[src/rtl/mc_ctrl_pkg.sv]
// Shared definitions for the multi-cycle control sequencer: state encoding,
// MIPS-subset opcodes and the datapath mux / ALU control encodings.
package mc_ctrl_pkg;

    // Sequencer states. RESET must stay at 0 so a cleared register is idle.
    typedef enum logic [3:0] {
        S_RESET   = 4'd0,
        S_FETCH   = 4'd1,
        S_DECODE  = 4'd2,
        S_MEMADR  = 4'd3,
        S_MEMRD   = 4'd4,
        S_MEMWB   = 4'd5,
        S_MEMWR   = 4'd6,
        S_EXEC    = 4'd7,
        S_ALUWB   = 4'd8,
        S_ADDI_EX = 4'd9,
        S_ADDIWB  = 4'd10,
        S_BRANCH  = 4'd11,
        S_JUMP    = 4'd12
    } state_t;

    // Supported opcodes (IR[31:26]).
    localparam logic [5:0] OP_RTYPE = 6'h00;
    localparam logic [5:0] OP_LW    = 6'h23;
    localparam logic [5:0] OP_SW    = 6'h2B;
    localparam logic [5:0] OP_BEQ   = 6'h04;
    localparam logic [5:0] OP_J     = 6'h02;
    localparam logic [5:0] OP_ADDI  = 6'h08;

    // ALU operation select.
    localparam logic [1:0] ALUOP_ADD   = 2'b00;
    localparam logic [1:0] ALUOP_SUB   = 2'b01;
    localparam logic [1:0] ALUOP_FUNCT = 2'b10;

    // ALU B operand select.
    localparam logic [1:0] SRCB_REG    = 2'b00;
    localparam logic [1:0] SRCB_FOUR   = 2'b01;
    localparam logic [1:0] SRCB_IMM    = 2'b10;
    localparam logic [1:0] SRCB_IMMSH2 = 2'b11;

    // PC source select.
    localparam logic [1:0] PCSRC_ALU    = 2'b00;
    localparam logic [1:0] PCSRC_ALUOUT = 2'b01;
    localparam logic [1:0] PCSRC_JUMP   = 2'b10;

    // True for every opcode the sequencer knows how to execute.
    function automatic logic is_known_op(input logic [5:0] op);
        return (op == OP_RTYPE) || (op == OP_LW) || (op == OP_SW) ||
               (op == OP_BEQ)   || (op == OP_J)  || (op == OP_ADDI);
    endfunction

endpackage

[src/rtl/mc_ctrl_outdec.sv]
// Combinational control-strobe decode for the multi-cycle sequencer.
// Every strobe is a Moore function of the state, except IRWrite and PCWrite
// in FETCH, which only fire in the cycle memory delivers the instruction.
module mc_ctrl_outdec
    import mc_ctrl_pkg::*;
(
    input  state_t     state,
    input  logic       mem_ready,
    output logic       pc_write,
    output logic       pc_write_cond,
    output logic       iord,
    output logic       mem_read,
    output logic       mem_write,
    output logic       ir_write,
    output logic       mem_to_reg,
    output logic       reg_write,
    output logic       reg_dst,
    output logic       alu_src_a,
    output logic [1:0] alu_src_b,
    output logic [1:0] alu_op,
    output logic [1:0] pc_source
);

    // Per-state strobe table; anything not listed for a state stays 0.
    always_comb begin
        pc_write      = 1'b0;
        pc_write_cond = 1'b0;
        iord          = 1'b0;
        mem_read      = 1'b0;
        mem_write     = 1'b0;
        ir_write      = 1'b0;
        mem_to_reg    = 1'b0;
        reg_write     = 1'b0;
        reg_dst       = 1'b0;
        alu_src_a     = 1'b0;
        alu_src_b     = SRCB_REG;
        alu_op        = ALUOP_ADD;
        pc_source     = PCSRC_ALU;
        case (state)
            S_FETCH: begin
                mem_read  = 1'b1;
                alu_src_b = SRCB_FOUR;
                ir_write  = mem_ready;
                pc_write  = mem_ready;
            end
            S_DECODE: begin
                alu_src_b = SRCB_IMMSH2;
            end
            S_MEMADR, S_ADDI_EX: begin
                alu_src_a = 1'b1;
                alu_src_b = SRCB_IMM;
            end
            S_MEMRD: begin
                mem_read = 1'b1;
                iord     = 1'b1;
            end
            S_MEMWB: begin
                reg_write  = 1'b1;
                mem_to_reg = 1'b1;
            end
            S_MEMWR: begin
                mem_write = 1'b1;
                iord      = 1'b1;
            end
            S_EXEC: begin
                alu_src_a = 1'b1;
                alu_op    = ALUOP_FUNCT;
            end
            S_ALUWB: begin
                reg_write = 1'b1;
                reg_dst   = 1'b1;
            end
            S_ADDIWB: begin
                reg_write = 1'b1;
            end
            S_BRANCH: begin
                alu_src_a     = 1'b1;
                alu_op        = ALUOP_SUB;
                pc_write_cond = 1'b1;
                pc_source     = PCSRC_ALUOUT;
            end
            S_JUMP: begin
                pc_write  = 1'b1;
                pc_source = PCSRC_JUMP;
            end
            default: ;
        endcase
    end

endmodule

[src/rtl/multicycle_control_fsm.sv]
// Multi-cycle MIPS-subset control sequencer.
// Optional build macro: PERF_COUNT_EN adds RetiredCount / StallCount.
//
// Memory handshake: an access in FETCH, MEMRD or MEMWR keeps its request
// strobe asserted and the state held until MemReady is sampled high at a
// rising edge; that edge completes the access and advances the state.
module multicycle_control_fsm
    import mc_ctrl_pkg::*;
(
    input  logic        clk,
    input  logic        rst_n,
    input  logic [5:0]  Opcode,
    input  logic        MemReady,
    output logic        PCWrite,
    output logic        PCWriteCond,
    output logic        IorD,
    output logic        MemRead,
    output logic        MemWrite,
    output logic        IRWrite,
    output logic        MemToReg,
    output logic        RegWrite,
    output logic        RegDst,
    output logic        ALUSrcA,
    output logic [1:0]  ALUSrcB,
    output logic [1:0]  ALUOp,
    output logic [1:0]  PCSource,
    output logic [3:0]  State,
`ifdef PERF_COUNT_EN
    output logic [31:0] RetiredCount,
    output logic [31:0] StallCount,
`endif
    output logic        IllegalOp
);

    state_t state;
    // Remembers in DECODE whether a memory instruction is a store, so
    // MEMADR does not depend on the opcode staying valid afterwards.
    logic   is_store;

    // State register and next-state sequencing.
    always_ff @(posedge clk or negedge rst_n) begin
        if (!rst_n) begin
            state    <= S_RESET;
            is_store <= 1'b0;
        end else begin
            case (state)
                S_RESET:  state <= S_FETCH;
                S_FETCH:  if (MemReady) state <= S_DECODE;
                S_DECODE: begin
                    is_store <= (Opcode == OP_SW);
                    case (Opcode)
                        OP_LW, OP_SW: state <= S_MEMADR;
                        OP_RTYPE:     state <= S_EXEC;
                        OP_ADDI:      state <= S_ADDI_EX;
                        OP_BEQ:       state <= S_BRANCH;
                        OP_J:         state <= S_JUMP;
                        default:      state <= S_FETCH;
                    endcase
                end
                S_MEMADR:  state <= is_store ? S_MEMWR : S_MEMRD;
                S_MEMRD:   if (MemReady) state <= S_MEMWB;
                S_MEMWR:   if (MemReady) state <= S_FETCH;
                S_EXEC:    state <= S_ALUWB;
                S_ADDI_EX: state <= S_ADDIWB;
                S_MEMWB, S_ALUWB, S_ADDIWB, S_BRANCH, S_JUMP: state <= S_FETCH;
                default:   state <= S_RESET;
            endcase
        end
    end

    assign State     = state;
    // Unknown opcodes are flagged for their DECODE cycle only, then dropped.
    assign IllegalOp = (state == S_DECODE) && !is_known_op(Opcode);

    mc_ctrl_outdec u_outdec (
        .state         (state),
        .mem_ready     (MemReady),
        .pc_write      (PCWrite),
        .pc_write_cond (PCWriteCond),
        .iord          (IorD),
        .mem_read      (MemRead),
        .mem_write     (MemWrite),
        .ir_write      (IRWrite),
        .mem_to_reg    (MemToReg),
        .reg_write     (RegWrite),
        .reg_dst       (RegDst),
        .alu_src_a     (ALUSrcA),
        .alu_src_b     (ALUSrcB),
        .alu_op        (ALUOp),
        .pc_source     (PCSource)
    );

`ifdef PERF_COUNT_EN
    logic retire;
    logic stall;

    // An instruction retires on the edge that returns from its final state
    // to FETCH; a stall is any cycle an access waits on memory.
    always_comb begin
        retire = 1'b0;
        stall  = 1'b0;
        case (state)
            S_MEMWB, S_ALUWB, S_ADDIWB, S_BRANCH, S_JUMP: retire = 1'b1;
            S_MEMWR: begin
                retire = MemReady;
                stall  = !MemReady;
            end
            S_FETCH, S_MEMRD: stall = !MemReady;
            default: ;
        endcase
    end

    // Free-running wrap-around performance counters.
    always_ff @(posedge clk or negedge rst_n) begin
        if (!rst_n) begin
            RetiredCount <= 32'd0;
            StallCount   <= 32'd0;
        end else begin
            if (retire) RetiredCount <= RetiredCount + 32'd1;
            if (stall)  StallCount   <= StallCount + 32'd1;
        end
    end
`endif

endmodule

[config.mk]
export PLATFORM = sky130hd
export DESIGN_NAME = multicycle_control_fsm
export DESIGN_NICKNAME = d
export VERILOG_FILES = /design/src/rtl/mc_ctrl_pkg.sv /design/src/rtl/mc_ctrl_outdec.sv /design/src/rtl/multicycle_control_fsm.sv
export SDC_FILE = /design/constraint.sdc
export NUM_CORES = 1
export LEC_CHECK = 0
export CAP_MARGIN = 25
export CORE_MARGIN = 3
export CORE_UTILIZATION = 41
export DETAILED_ROUTE_END_ITERATION = 10
export PLACE_DENSITY = 0.82
export SYNTH_ARGS = -nofsm -noshare
export SYNTH_HDL_FRONTEND = slang
export SYNTH_SLANG_ARGS = --single-unit
export TNS_END_PERCENT = 30
[constraint.sdc]
create_clock -name clk -period 3.1 [get_ports clk]
set_input_delay 0.465 -clock clk [delete_from_list [all_inputs] [get_ports clk]]
set_output_delay 0.465 -clock clk [all_outputs]
set_load 0.02 [all_outputs]
==> flow_summary.yaml <==
logic_synthesis:
  synth_top_cell_by_area: "dfrtp_1"
  synth.net_count: 88
  ys_seq_area_share_pct: 21.3
  syn_inst: 79
  synth.avg_cell_area_um2: 7.44
  synthTopCellsByArea: "dfrtp_1 (21%), nand2b_1 (5.3%), nand2_1 (5.1%)"
  synth_top_cell_area_share_pct: 21.3
  ys_warn_count: 0
  syn_area_um2: 588
  synth-seq-cells: 5
  synth.distinct_cells: 39
status:
  status: "completed"
cells_and_area:
  antenna_cells: 0
  syn_to_final_growth_pct: 51.7
  drive_above_1_share_pct: 11.3
  final_nets: 116
  final_common_cell: "clkdlybuf4s50_1"
  final_cell_mix: "clkdlybuf4s50_1 (29), nand2_1 (8), nor2_1 (8)"
drt:
  wire_per_inst_um: 12.2
  dr.pass1.iters: 3
  via_per_inst: 5.73
  wl_mm: 1.47
  drt_iter0_drc: 22
  drc: 0
  vias: 693
  ant_nets: 0
power_and_ir_drop:
  p_per_area_nw_per_um2: 933
  cellLeakagePower_nw: 0.325
  ir_worst_vdd_mv: 0.600
critical_path:
  cp.arrival_ns: 2.29
  crit_path_end_kind: "output pin"
  reg2reg_slack_ns: 1.46
  r2r_end: "State[1]$_DFFE_PN0P_"
  reg2reg_from: "State[2]$_DFFE_PN0P_"
  rr_worst_depth: 3
  cp.required_ns: 2.63
  start_kind: "flop"
  crit_type: "reg2out"
  cp_max_fo: 16
grt:
  grt_max_degree: 19
  grt_first_pass_wirelength_mm: 2.40
  gr-total-overflow: 0
  antenna_found_initial: 0
  grtUsageTotal_pct: 16.3
  grt_pass1_vias: 569
sta:
  drv_slew: 0
  max_slew.worst_pin.slew_ns: 0.472
  fin_crit_sh_pct: 89.0
  period_minus_slack_ns: 2.76
  fin_skew_ns: 0.00216
  setup_ws_ns: 0.341
  setup_viol: 0
  rsz0062_at_grt: "no"
  fin_tns_setup_ns: 0
  slew_headroom_pct: 68.5
  fmax_ghz: 0.362
  finalHoldViolations: 0
clock_network:
  cts_setup_buffers: 0
  hold_buffers: 0
  cts_tree: "yes"
  post_cts_resized: 0
  clk_pin_slew_worst_paths_ns: 0.04
  cts_num_sinks: 5
  clockRootBuffer: "clkbuf_4"
  cts_buffers: 3
  insertion_delay_ns: 0.23
  ctsLongestPathBuffers: 2
  ctsHtreeMaxLevel: 1
die:
  core_area_um2: 1320
  initial_core_util_pct: 44.6
  num_rows: 13
  die-width_um: 43.9
  die_h_um: 43.9
  pin_count: 30
  die_area_um2: 1920
worst_hold_path:
  hold_path_class: "in2async"
place:
  pre_cts_slack_ns: 0.383
  dp_hpwl_mm: 1.14
  gp_congestion: 0.748
  io_buffers: 29
job:
  cap_violations: 0
## critical path: stages (launching register included)
cell and delay (ns):
dfrtp_1 0.54, or4b_4 0.63, a211oi_1 0.25, clkdlybuf4s50_1 0.64
## per-stage QoR
stage                     std cells  util (%)  hold WS [ns]  instance area, µm²  total power [mW]
after detailed placement        117      65.7         0.492                 866             0.766
after global placement          117      65.7         0.476                 866             0.758
after CTS                       121      67.7         0.456                 892             0.840
final                           121      67.7         0.453                 892             0.833
after global routing            121      67.7         0.467                 892             0.901
after floorplan                  79         -         0.169                 588             0.529
## sequential cells by signal, summed over array words and instances (netlist names)
name and flops:
State 4, is_store 1
## worst max-delay path by stage
stage               slack (ns)         to                  from  cells after the start
floorplan                 0.96  IllegalOp  State[1]$_DFFE_PN0P_                      3
global placement          0.46  IllegalOp             Opcode[0]                      5
detailed placement        0.38  IllegalOp             Opcode[0]                      5
CTS                       0.33  IllegalOp  State[2]$_DFFE_PN0P_                      3
global route              0.23  IllegalOp  State[2]$_DFFE_PN0P_                      3
finish                    0.34  IllegalOp  State[2]$_DFFE_PN0P_                      3
## final cells by class
cell class	count	area (µm²)
fill	118	425
multi-input combinational	65	413
timing repair buffer	31	305
sequential	5	125
clock buffer	4	26.3
tap	15	18.8
inverter	1	3.75
## cells by family after synthesis
logic type	synth area share, %
DFF	21.3
and+or+nand+nor	39.4
AOI/OAI and AO/OA	27.9
buffers and inverters	8.51
xor gates and xnor gates	2.98
## synthesized netlist by cell type
master    number
or4bb_1        1
or4_1          1
o22ai_1        1
or4b_4         1
o21a_1         1
a21oi_1        3
clkbuf_1       1
and3_1         1
nand3_1        1
a21o_1         1
o211ai_1       1
a21boi_0       1
buf_2          4
o221ai_1       1
or3_1          2
xnor2_1        1
nand2b_1       5
o21ai_2        1
or2_1          1
nand2_1        8
a2111o_1       1
or3b_2         2
nor4_1         2
buf_4          3
o31a_1         1
o41ai_1        1
xor2_1         1
or2_2          2
nor2b_1        1
nor3_1         4
nor2_1         8
o211a_1        1
dfrtp_1        5
nand4b_1       1
a211oi_1       2
o22a_1         1
inv_1          1
a211oi_2       1
o21ai_0        4
## where the power goes
group	switching [mW]	internal, mW
combinational	0.309	0.301
clock	0.0230	0.0484
sequential	0.0600	0.0915
total	0.392	0.441
## layer usage
| layer | track usage (%) | routed length (µm) | part of all wire (%) | vias up |
|---|---|---|---|---|
| met3 | 3.32 | 114 | 7.7 | 0 |
| met4 | 5.42 | 0 | 0 | 0 |
| li1 | - | - | - | 348 |
| met2 | 27.9 | 731 | 50 | 29 |
| met5 | 0 | 0 | 0 | - |
| met1 | 20.2 | 626 | 43 | 316 |
Note: power is estimated with default switching activity, not from simulation.
